--- config.mk ---
export PLATFORM = sky130hd
export DESIGN_NAME = cmd_parser_fifo
export DESIGN_NICKNAME = d
export VERILOG_FILES = /design/src/rtl/cmd_parser_fifo.sv
export SDC_FILE = /design/constraint.sdc
export NUM_CORES = 1
export LEC_CHECK = 0
export ABC_AREA = 1
export CAP_MARGIN = 5
export CORE_MARGIN = 2
export CORE_UTILIZATION = 40
export CTS_CLUSTER_SIZE = 28
export DETAILED_ROUTE_END_ITERATION = 8
export SETUP_SLACK_MARGIN = 0.5
export SLEW_MARGIN = 15
export SYNTH_ARGS = -nofsm -noshare
export SYNTH_HDL_FRONTEND = slang
export SYNTH_SLANG_ARGS = --single-unit
--- constraint.sdc ---
create_clock -name clk -period 3.3 [get_ports clk]
set_input_delay 0.66 -clock clk [delete_from_list [all_inputs] [get_ports clk]]
set_output_delay 0.66 -clock clk [all_outputs]
set_load 0.02 [all_outputs]
--- src/rtl/cmd_parser_fifo.sv ---
`default_nettype none
// ============================================================================
// Module   : cmd_parser_fifo
// Brief    : ASCII keystroke parser that validates decimal command lines against
//            the game context and queues legal command words for the engine.
// Revision : 1.0 - initial release
// ============================================================================
module cmd_parser_fifo #(
    parameter int DEPTH      = 8,
    parameter int MAX_DIGITS = 3
) (
    input  logic                     clk,
    input  logic                     rst_n,
    input  logic [7:0]               in_byte,
    input  logic                     in_valid,
    output logic                     in_ready,
    input  logic                     on_enemy,
    input  logic                     hacks_en,
    output logic [15:0]              cmd_data,
    output logic                     cmd_valid,
    input  logic                     cmd_ready,
    output logic                     err_pulse,
    output logic [1:0]               err_code,
    output logic [$clog2(DEPTH):0]   fifo_count
);

    localparam int c_PTR_W = $clog2(DEPTH);
    localparam int c_FCNT_W = c_PTR_W + 1;
    localparam int c_DCNT_W = $clog2(MAX_DIGITS + 1);

    localparam logic [c_DCNT_W-1:0] c_MAX_CNT  = c_DCNT_W'(MAX_DIGITS);
    localparam logic [c_FCNT_W-1:0] c_FULL_CNT = c_FCNT_W'(DEPTH);

    localparam logic [1:0] c_ERR_BAD  = 2'd0;
    localparam logic [1:0] c_ERR_OVF  = 2'd1;
    localparam logic [1:0] c_ERR_ILL  = 2'd2;
    localparam logic [1:0] c_ERR_FULL = 2'd3;

    typedef enum logic [1:0] {
        S_IDLE    = 2'd0,
        S_DIGITS  = 2'd1,
        S_DISCARD = 2'd2,
        S_EMIT    = 2'd3
    } state_t;

    state_t                 r_state;
    state_t                 w_state_next;
    logic [9:0]             r_acc;
    logic [9:0]             w_acc_next;
    logic [c_DCNT_W-1:0]    r_cnt;
    logic [c_DCNT_W-1:0]    w_cnt_next;

    logic                   r_err_pulse;
    logic [1:0]             r_err_code;
    logic                   w_err;
    logic [1:0]             w_err_code;

    logic [15:0]            r_mem [DEPTH];
    logic [c_PTR_W-1:0]     r_wptr;
    logic [c_PTR_W-1:0]     r_rptr;
    logic [c_FCNT_W-1:0]    r_count;
    logic [15:0]            r_last;

    logic                   w_take;
    logic                   w_is_digit;
    logic                   w_is_term;
    logic                   w_is_space;
    logic [9:0]             w_digit;
    logic                   w_legal;
    logic                   w_room;
    logic                   w_push;
    logic                   w_pop;
    logic [15:0]            w_cmd_word;

    // ------------------------------------------------------------------------
    // Character classification
    // ------------------------------------------------------------------------
    assign w_take     = in_valid && in_ready;
    assign w_is_digit = (in_byte >= 8'h30) && (in_byte <= 8'h39);
    assign w_is_term  = (in_byte == 8'h0A) || (in_byte == 8'h0D);
    assign w_is_space = (in_byte == 8'h20);
    assign w_digit    = {6'd0, in_byte[3:0]};

    // ------------------------------------------------------------------------
    // Context legality and command encoding of the latched value
    // ------------------------------------------------------------------------
    assign w_legal = ((r_acc >= 10'd1) && (r_acc <= 10'd4) && !on_enemy)
                  || (((r_acc == 10'd5) || (r_acc == 10'd6)) && on_enemy)
                  || ((r_acc == 10'd10) && hacks_en);

    assign w_cmd_word = (r_acc == 10'd10) ? 16'h0010 : {6'd0, r_acc};

    assign cmd_valid = (r_count != '0);
    assign w_pop     = cmd_valid && cmd_ready;
    // A full FIFO still has room when the head leaves in the same cycle.
    assign w_room    = (r_count < c_FULL_CNT) || ((r_count == c_FULL_CNT) && w_pop);

    // ------------------------------------------------------------------------
    // Parser state machine
    // ------------------------------------------------------------------------
    always_ff @(posedge clk or negedge rst_n) begin
        if (!rst_n) begin
            r_state <= S_IDLE;
            r_acc   <= '0;
            r_cnt   <= '0;
        end else begin
            r_state <= w_state_next;
            r_acc   <= w_acc_next;
            r_cnt   <= w_cnt_next;
        end
    end

    always_comb begin
        w_state_next = r_state;
        w_acc_next   = r_acc;
        w_cnt_next   = r_cnt;
        w_err        = 1'b0;
        w_err_code   = c_ERR_BAD;
        w_push       = 1'b0;
        in_ready     = 1'b1;

        case (r_state)
            S_IDLE: begin
                if (w_take) begin
                    if (w_is_digit) begin
                        w_acc_next   = w_digit;
                        w_cnt_next   = c_DCNT_W'(1);
                        w_state_next = S_DIGITS;
                    end else if (!w_is_term && !w_is_space) begin
                        w_err        = 1'b1;
                        w_err_code   = c_ERR_BAD;
                        w_state_next = S_DISCARD;
                    end
                end
            end

            S_DIGITS: begin
                if (w_take) begin
                    if (w_is_digit) begin
                        if (r_cnt < c_MAX_CNT) begin
                            w_acc_next = (r_acc * 10'd10) + w_digit;
                            w_cnt_next = r_cnt + c_DCNT_W'(1);
                        end else begin
                            w_err        = 1'b1;
                            w_err_code   = c_ERR_OVF;
                            w_state_next = S_DISCARD;
                        end
                    end else if (w_is_term) begin
                        w_state_next = S_EMIT;
                    end else if (!w_is_space) begin
                        w_err        = 1'b1;
                        w_err_code   = c_ERR_BAD;
                        w_state_next = S_DISCARD;
                    end
                end
            end

            S_DISCARD: begin
                if (w_take && w_is_term) begin
                    w_state_next = S_IDLE;
                end
            end

            S_EMIT: begin
                in_ready     = 1'b0;
                w_state_next = S_IDLE;
                if (!w_legal) begin
                    w_err      = 1'b1;
                    w_err_code = c_ERR_ILL;
                end else if (!w_room) begin
                    w_err      = 1'b1;
                    w_err_code = c_ERR_FULL;
                end else begin
                    w_push = 1'b1;
                end
            end

            default: begin
                w_state_next = S_IDLE;
            end
        endcase
    end

    // ------------------------------------------------------------------------
    // Error reporting: pulse for one cycle, code sticks until the next pulse
    // ------------------------------------------------------------------------
    always_ff @(posedge clk or negedge rst_n) begin
        if (!rst_n) begin
            r_err_pulse <= 1'b0;
            r_err_code  <= c_ERR_BAD;
        end else begin
            r_err_pulse <= w_err;
            if (w_err) begin
                r_err_code <= w_err_code;
            end
        end
    end

    assign err_pulse = r_err_pulse;
    assign err_code  = r_err_code;

    // ------------------------------------------------------------------------
    // Command FIFO
    // ------------------------------------------------------------------------
    always_ff @(posedge clk) begin
        if (w_push) begin
            r_mem[r_wptr] <= w_cmd_word;
        end
    end

    always_ff @(posedge clk or negedge rst_n) begin
        if (!rst_n) begin
            r_wptr  <= '0;
            r_rptr  <= '0;
            r_count <= '0;
            r_last  <= '0;
        end else begin
            if (w_push) begin
                r_wptr <= r_wptr + c_PTR_W'(1);
            end
            if (w_pop) begin
                r_rptr <= r_rptr + c_PTR_W'(1);
                r_last <= r_mem[r_rptr];
            end
            case ({w_push, w_pop})
                2'b10:   r_count <= r_count + c_FCNT_W'(1);
                2'b01:   r_count <= r_count - c_FCNT_W'(1);
                default: r_count <= r_count;
            endcase
        end
    end

    // An empty FIFO keeps showing the most recently consumed word.
    assign cmd_data   = cmd_valid ? r_mem[r_rptr] : r_last;
    assign fifo_count = r_count;

endmodule
`default_nettype wire
Word level (Yosys, flattened, before mapping). Memory sizes are Yosys's and may differ from the RTL's. Cells that the tools add are included.

Output and inout port bits: 25. Memories: 1. RAM bits: 80. Register bits after elaboration: 43.

Memory list: r_mem (depth 8, width 10, rd ports 1, clocked after memory_dff 0, wr ports 1, line 58) `logic [15:0] r_mem [DEPTH];`.

Multiply operators: 1. Magnitude comparators: 6. Add/sub/neg operators: 6. Muxes and demuxes: 48. Eq/ne operators: 21. Reduce and logical (&&, ||, !) cells: 24.

Operators by type and width (count): 10-bit 2-to-1 mux (6); 2-bit 2-to-1 mux (18); 10-bit by 3-bit == test with 1-bit output, second input constant (2); 10-bit case mux with 2 select lines (1); 1-bit 2-to-1 mux (17); 8-bit by 4-bit == test with 1-bit output, second input constant (2); 16-bit 2-to-1 mux (1); 2-bit inequality test, second input constant (6); 6-bit AND reduction (2); 10-bit by 4-bit adder with 10-bit output (1); 10-bit by 4-bit == test with 1-bit output, second input constant (1); 10-bit by 1-bit >= comparator with 1-bit output, second input constant (1); 10-bit by 3-bit <= comparator with 1-bit output, second input constant (1); 1-bit logical AND (10); 10-bit by 3-bit multiplier with 9-bit output, second input constant (1); 8-bit by 6-bit == test with 1-bit output, second input constant (1); 8-bit by 6-bit >= comparator with 1-bit output, second input constant (1); 8-bit by 6-bit <= comparator with 1-bit output, second input constant (1); 2-bit case mux with 2 select lines (2); 2-bit case mux with 4 select lines (1); 4-bit case mux with 2 select lines (1); 3-bit by 1-bit adder with 3-bit output, second input constant (2); 2-bit == test, second input constant (3); 3-bit inequality test, second input constant (2); 14 further kinds (22).

Depth between registers and ports, before layout.
Depth after elaboration: 9. Depth in mapped cells: 13. Depth with buffers taken out: 13.

Worst setup path before layout. No wires, ideal clock.

Path type: input to register. Start: input port on_enemy. End: register r_count[2] (netlist: fifo_count[2]). Library setup time: 0.128 ns. Slack: 0.993 ns. Arrival time: 2.178 ns. Required time: 3.172 ns. Cell stages on the path: 12. Path through: inv_1 > o21ai_0 > nand2_1 > nand2_1 > o21ai_4 > nand3_1 > ha_1 > xor2_1 > ha_1 > a21oi_1 > xor2_1 > o21ai_0.

Word-level cells in the longest chain between the ends: 8. Elaborated cells on any way between the ends: 11.

RTL lines: start: declaration (line 17) `input logic on_enemy,`; 1-bit zero test (line 87) `assign w_legal = ((r_acc >= 10'd1) && (r_acc <= 10'd4) && !on_enemy)`; 1-bit logical AND (line 87); 1-bit logical OR (*) (line 88) `|| (((r_acc == 10'd5) || (r_acc == 10'd6)) && on_enemy)`; 1-bit logical OR (*) (line 89) `|| ((r_acc == 10'd10) && hacks_en);`; 1-bit 2-to-1 mux (*) (line 167) `if (!w_legal) begin`; 1-bit 2-to-1 mux (*) (line 122) `case (r_state)`; 2-bit by 1-bit == test with 1-bit output or 2-bit == test (tied branches) (line 225) `case ({w_push, w_pop})`; 4-bit case mux with 2 select lines or 2-bit nonzero test (tied branches); end signal: assignment (line 226) `2'b10: r_count <= r_count + c_FCNT_W'(1);`; end signal: assignment (line 227) `2'b01: r_count <= r_count - c_FCNT_W'(1);`; end signal: assignment (line 228) `default: r_count <= r_count;`; end: declaration (line 61) `logic [c_FCNT_W-1:0] r_count;`.

Every way passes the cells marked *; elsewhere a longest branch is shown, timed or not. A chain may end at the register's enable or synchronous reset.

Worst setup path in the final report.
Start: register r_rptr[0]. End: output port cmd_data[8].

Word-level cells in the longest chain between the ends: 2.

RTL lines: start: declaration (line 60) `logic [c_PTR_W-1:0] r_rptr;`; start signal: assignment (line 222) `r_rptr <= r_rptr + c_PTR_W'(1);`; memory read 8 x 10 bit; 16-bit 2-to-1 mux (line 234) `assign cmd_data = cmd_valid ? r_mem[r_rptr] : r_last;`; end: declaration (line 19) `output logic [15:0] cmd_data,`.

No other way between the ends.

==> impl_metrics.ini <==
[global_routing]
grt_pass1_wl_um = 19800
grt_usage_pct = 15.8
grt.overflow.total = 0
grt_pass1_vias = 4035
antenna_found_initial = 0
grt_max_degree = 43

[logic_synthesis]
yosysWarnings = 0
syn_area_mm2 = 0.00586
ys_dominant_reg_cell = edfxtp_1
synth_edf_count = 80
synthArstFlopShare_pct = 31.6
syn_area_per_cell_um2 = 9.63
ys_ff_latch = 117
seq_area_frac_synth_pct = 56.8
ys_types = 39
syn_inst = 609

[cts]
numClockSinks = 117
numCtsBuffers = 17
htree_levels = 4
holdBufCountCts = 0
cts_tree = done
clkTransAtPathRegs_ns = 0.06
clockRootBuffer = clkbuf_16
clock_latency_ns = 0.41
clockBufferDepth = 2

[place]
io_buffers = 32
place_ws_ns = 0.297
place_congestion = 0.841
dp.final_hpwl_um = 8010

[sta]
report.final.slew_viol_count = 0
fin_tns_setup_ns = 0
rsz0062_at_grt = true
fin_worst_skew_ns = 0.00994
post-route-period-util_pct = 83.3
worst_slew_pin_slew_ns = 0.834
setup_violations = 0
relSlewSlack_pct = 44.4
hold_violations = 0
fmax_mhz = 364
worst_slack_ns = 0.549
layout_min_cycle_time_ns = 2.75

[job]
cap_viol_max_count = 0

[detailed_routing]
drt-total-wl_um = 11600
firstDrtPassIters = 4
final_antenna_net_count = 0
dr.first_iter.drc_count = 348
vias_per_cell = 4.96
drc_errors = 0
num_vias = 4183
wl_per_cell_um = 13.7

[floorplanning]
dieArea_mm2 = 0.0156
die_w_um = 125
num_rows = 44
core-area_mm2 = 0.0144
start_util_pct = 40.7
ios = 39
die_h_um = 125

[worst_setup_path]
cp-end-kind = primary output
crit_family = compound AO/OA/AOI/OAI gates
crit_path_top_delay_cell = dfrtp_1
worstSetupStartpointType = flop
crit_path_frequent_cell = o21ai_0
crit_buf_inv = 3
crit_path_max_incr_delay_ns = 0.38
crit_type = reg2out
arrival_ns = 2.09
required_ns = 2.64
path_cells = inv_1, buf_12, o21ai_0, o21ai_0, o21ai_1, o21ai_0, dlygate4sd2_1
crit_path_max_fanout = 40

[power_and_ir_drop]
power.share.clock_pct = 32.5
cellLeakagePower_uw = 0.00278
p_sw_uw = 2130
swShare_pct = 36.0
p_per_area_mw_per_mm2 = 845
p_comb_share_pct = 35.0
irDropWorstVdd_mv = 0.426
seq_power_share_pct = 32.5
power.internal_uw = 3790

[finish]
area_growth_pct = 19.4
final_common_cell = nand2_1
layout_common_cells = nand2_1, nor2_1, edfxtp_1, o21ai_0, inv_1
nets = 682
antenna_cells = 0
fillers = 1337
final_util_pct = 48.6
drive_gt1_share_pct = 12.0

[worst_hold_path]
holdCritPathClass = in2async

[outcome]
status = complete, no violations
[state kept, by name, summed over array words and instances (netlist names)]
register    flops
fifo_count      4
err_code        2
r_state         2
r_last         10
r_acc          10
r_mem          80
r_rptr          3
r_cnt           2
r_wptr          3
err_pulse       1
[worst paths after layout]
kind,cells after the start,end,from,slack [ns]
max in group asynchronous,1,r_acc[7]$_DFFE_PN0P_,rst_n,2.36
min in group clk,2,err_code[1]$_DFFE_PN0P_,err_code[1]$_DFFE_PN0P_,0.47
worst max-delay path,7,cmd_data[8],r_rptr[0]$_DFFE_PN0P_,0.55
worst min register to register,2,err_code[1]$_DFFE_PN0P_,err_code[1]$_DFFE_PN0P_,0.47
worst min-delay path,1,r_last[9]$_DFFE_PN0P_,rst_n,0.35
worst max register to register,11,fifo_count[2]$_DFFE_PN0P_,r_acc[2]$_DFFE_PN0P_,0.73
[cell families after synthesis]
kind of cell             Yosys count  synth area share (%)
AO/OA/AOI/OAI                    121                  11.6
XOR/XNOR                          10                  1.49
adder cells (fa/ha/maj)           22                  4.95
buffers and inverters             81                  6.00
flip-flops                       117                  56.8
other                              1                0.0639
AND/OR/NAND/NOR                  257                  19.2
[cells in the mapped netlist (all sizes together), types with 2 or more instances]
cell | instances | area, um2
nand2 | 119 | 454
o21ai | 97 | 500
nor2 | 94 | 405
edfxtp | 80 | 2400
inv | 48 | 183
dfrtp | 37 | 926
nand3 | 25 | 140
ha | 20 | 250
clkbuf | 17 | 67.6
buf | 16 | 101
o211ai | 14 | 105
nand4 | 10 | 68.8
a21oi | 7 | 46.3
xnor2 | 5 | 43.8
xor2 | 5 | 43.8
nand3b | 3 | 22.5
nor3 | 3 | 15.0
fa | 2 | 40.0
[timing repair]
action | 4_1_cts | 5_1_grt
resized for setup | 13 | 22
buffers inserted | 0 | 0
setup endpoints to repair | 10 | 12
pin swaps | 0 | 1
[metrics by stage]
step	area (um2)	cells	total power [uW]	hold slack, ns
2_1_floorplan	5880	614	3380	0.364
3_3_place_gp	6380	811	4050	0.458
3_5_place_dp	6380	811	4110	0.466
4_1_cts	7010	843	5990	0.372
5_1_grt	7000	843	6340	0.417
6_report	7000	843	5920	0.354
[per-layer routing]
metal	wire length, um	up-vias	GRT usage [%]	part of all wire [%]
met2	5670	82	26.0	49
met1	5360	1956	20.7	46
li1	-	2137	-	-
met3	456	8	3.72	3.9
met5	0	-	0	0
met4	95	0	5.42	0.82
[worst reg2reg max path, stage by stage, from the launching register on]
cell	delay [ns]
dfrtp_1	0.62
inv_1	0.17
nand2_1	0.11
nand2_1	0.08
o21ai_4	0.24
nand3_1	0.16
ha_1	0.28
xor2_1	0.25
ha_1	0.19
a21oi_1	0.05
xor2_1	0.17
o21ai_0	0.17
[power by group through the flow]
stage	clock network, uW	logic, uW	registers [uW]
3_5_place_dp	0	2170	1940
6_report	1920	2070	1920
4_1_cts	1970	2100	1920
5_1_grt	2040	2360	1950
3_3_place_gp	0	2120	1930
2_1_floorplan	0	1450	1930
[layout make-up]
class                   count  area [um2]  share of cell area, %
clock inverters            15         204                   2.91
clock buffers              17         425                   6.07
flip-flops and latches    117        3340                   47.6
repair buffers             46         423                   6.04
multi-input cells         416        2200                   31.5
well taps                 184         230                   3.29
inverters                  48         183                   2.61
Note: power is estimated with default switching activity, not from simulation.
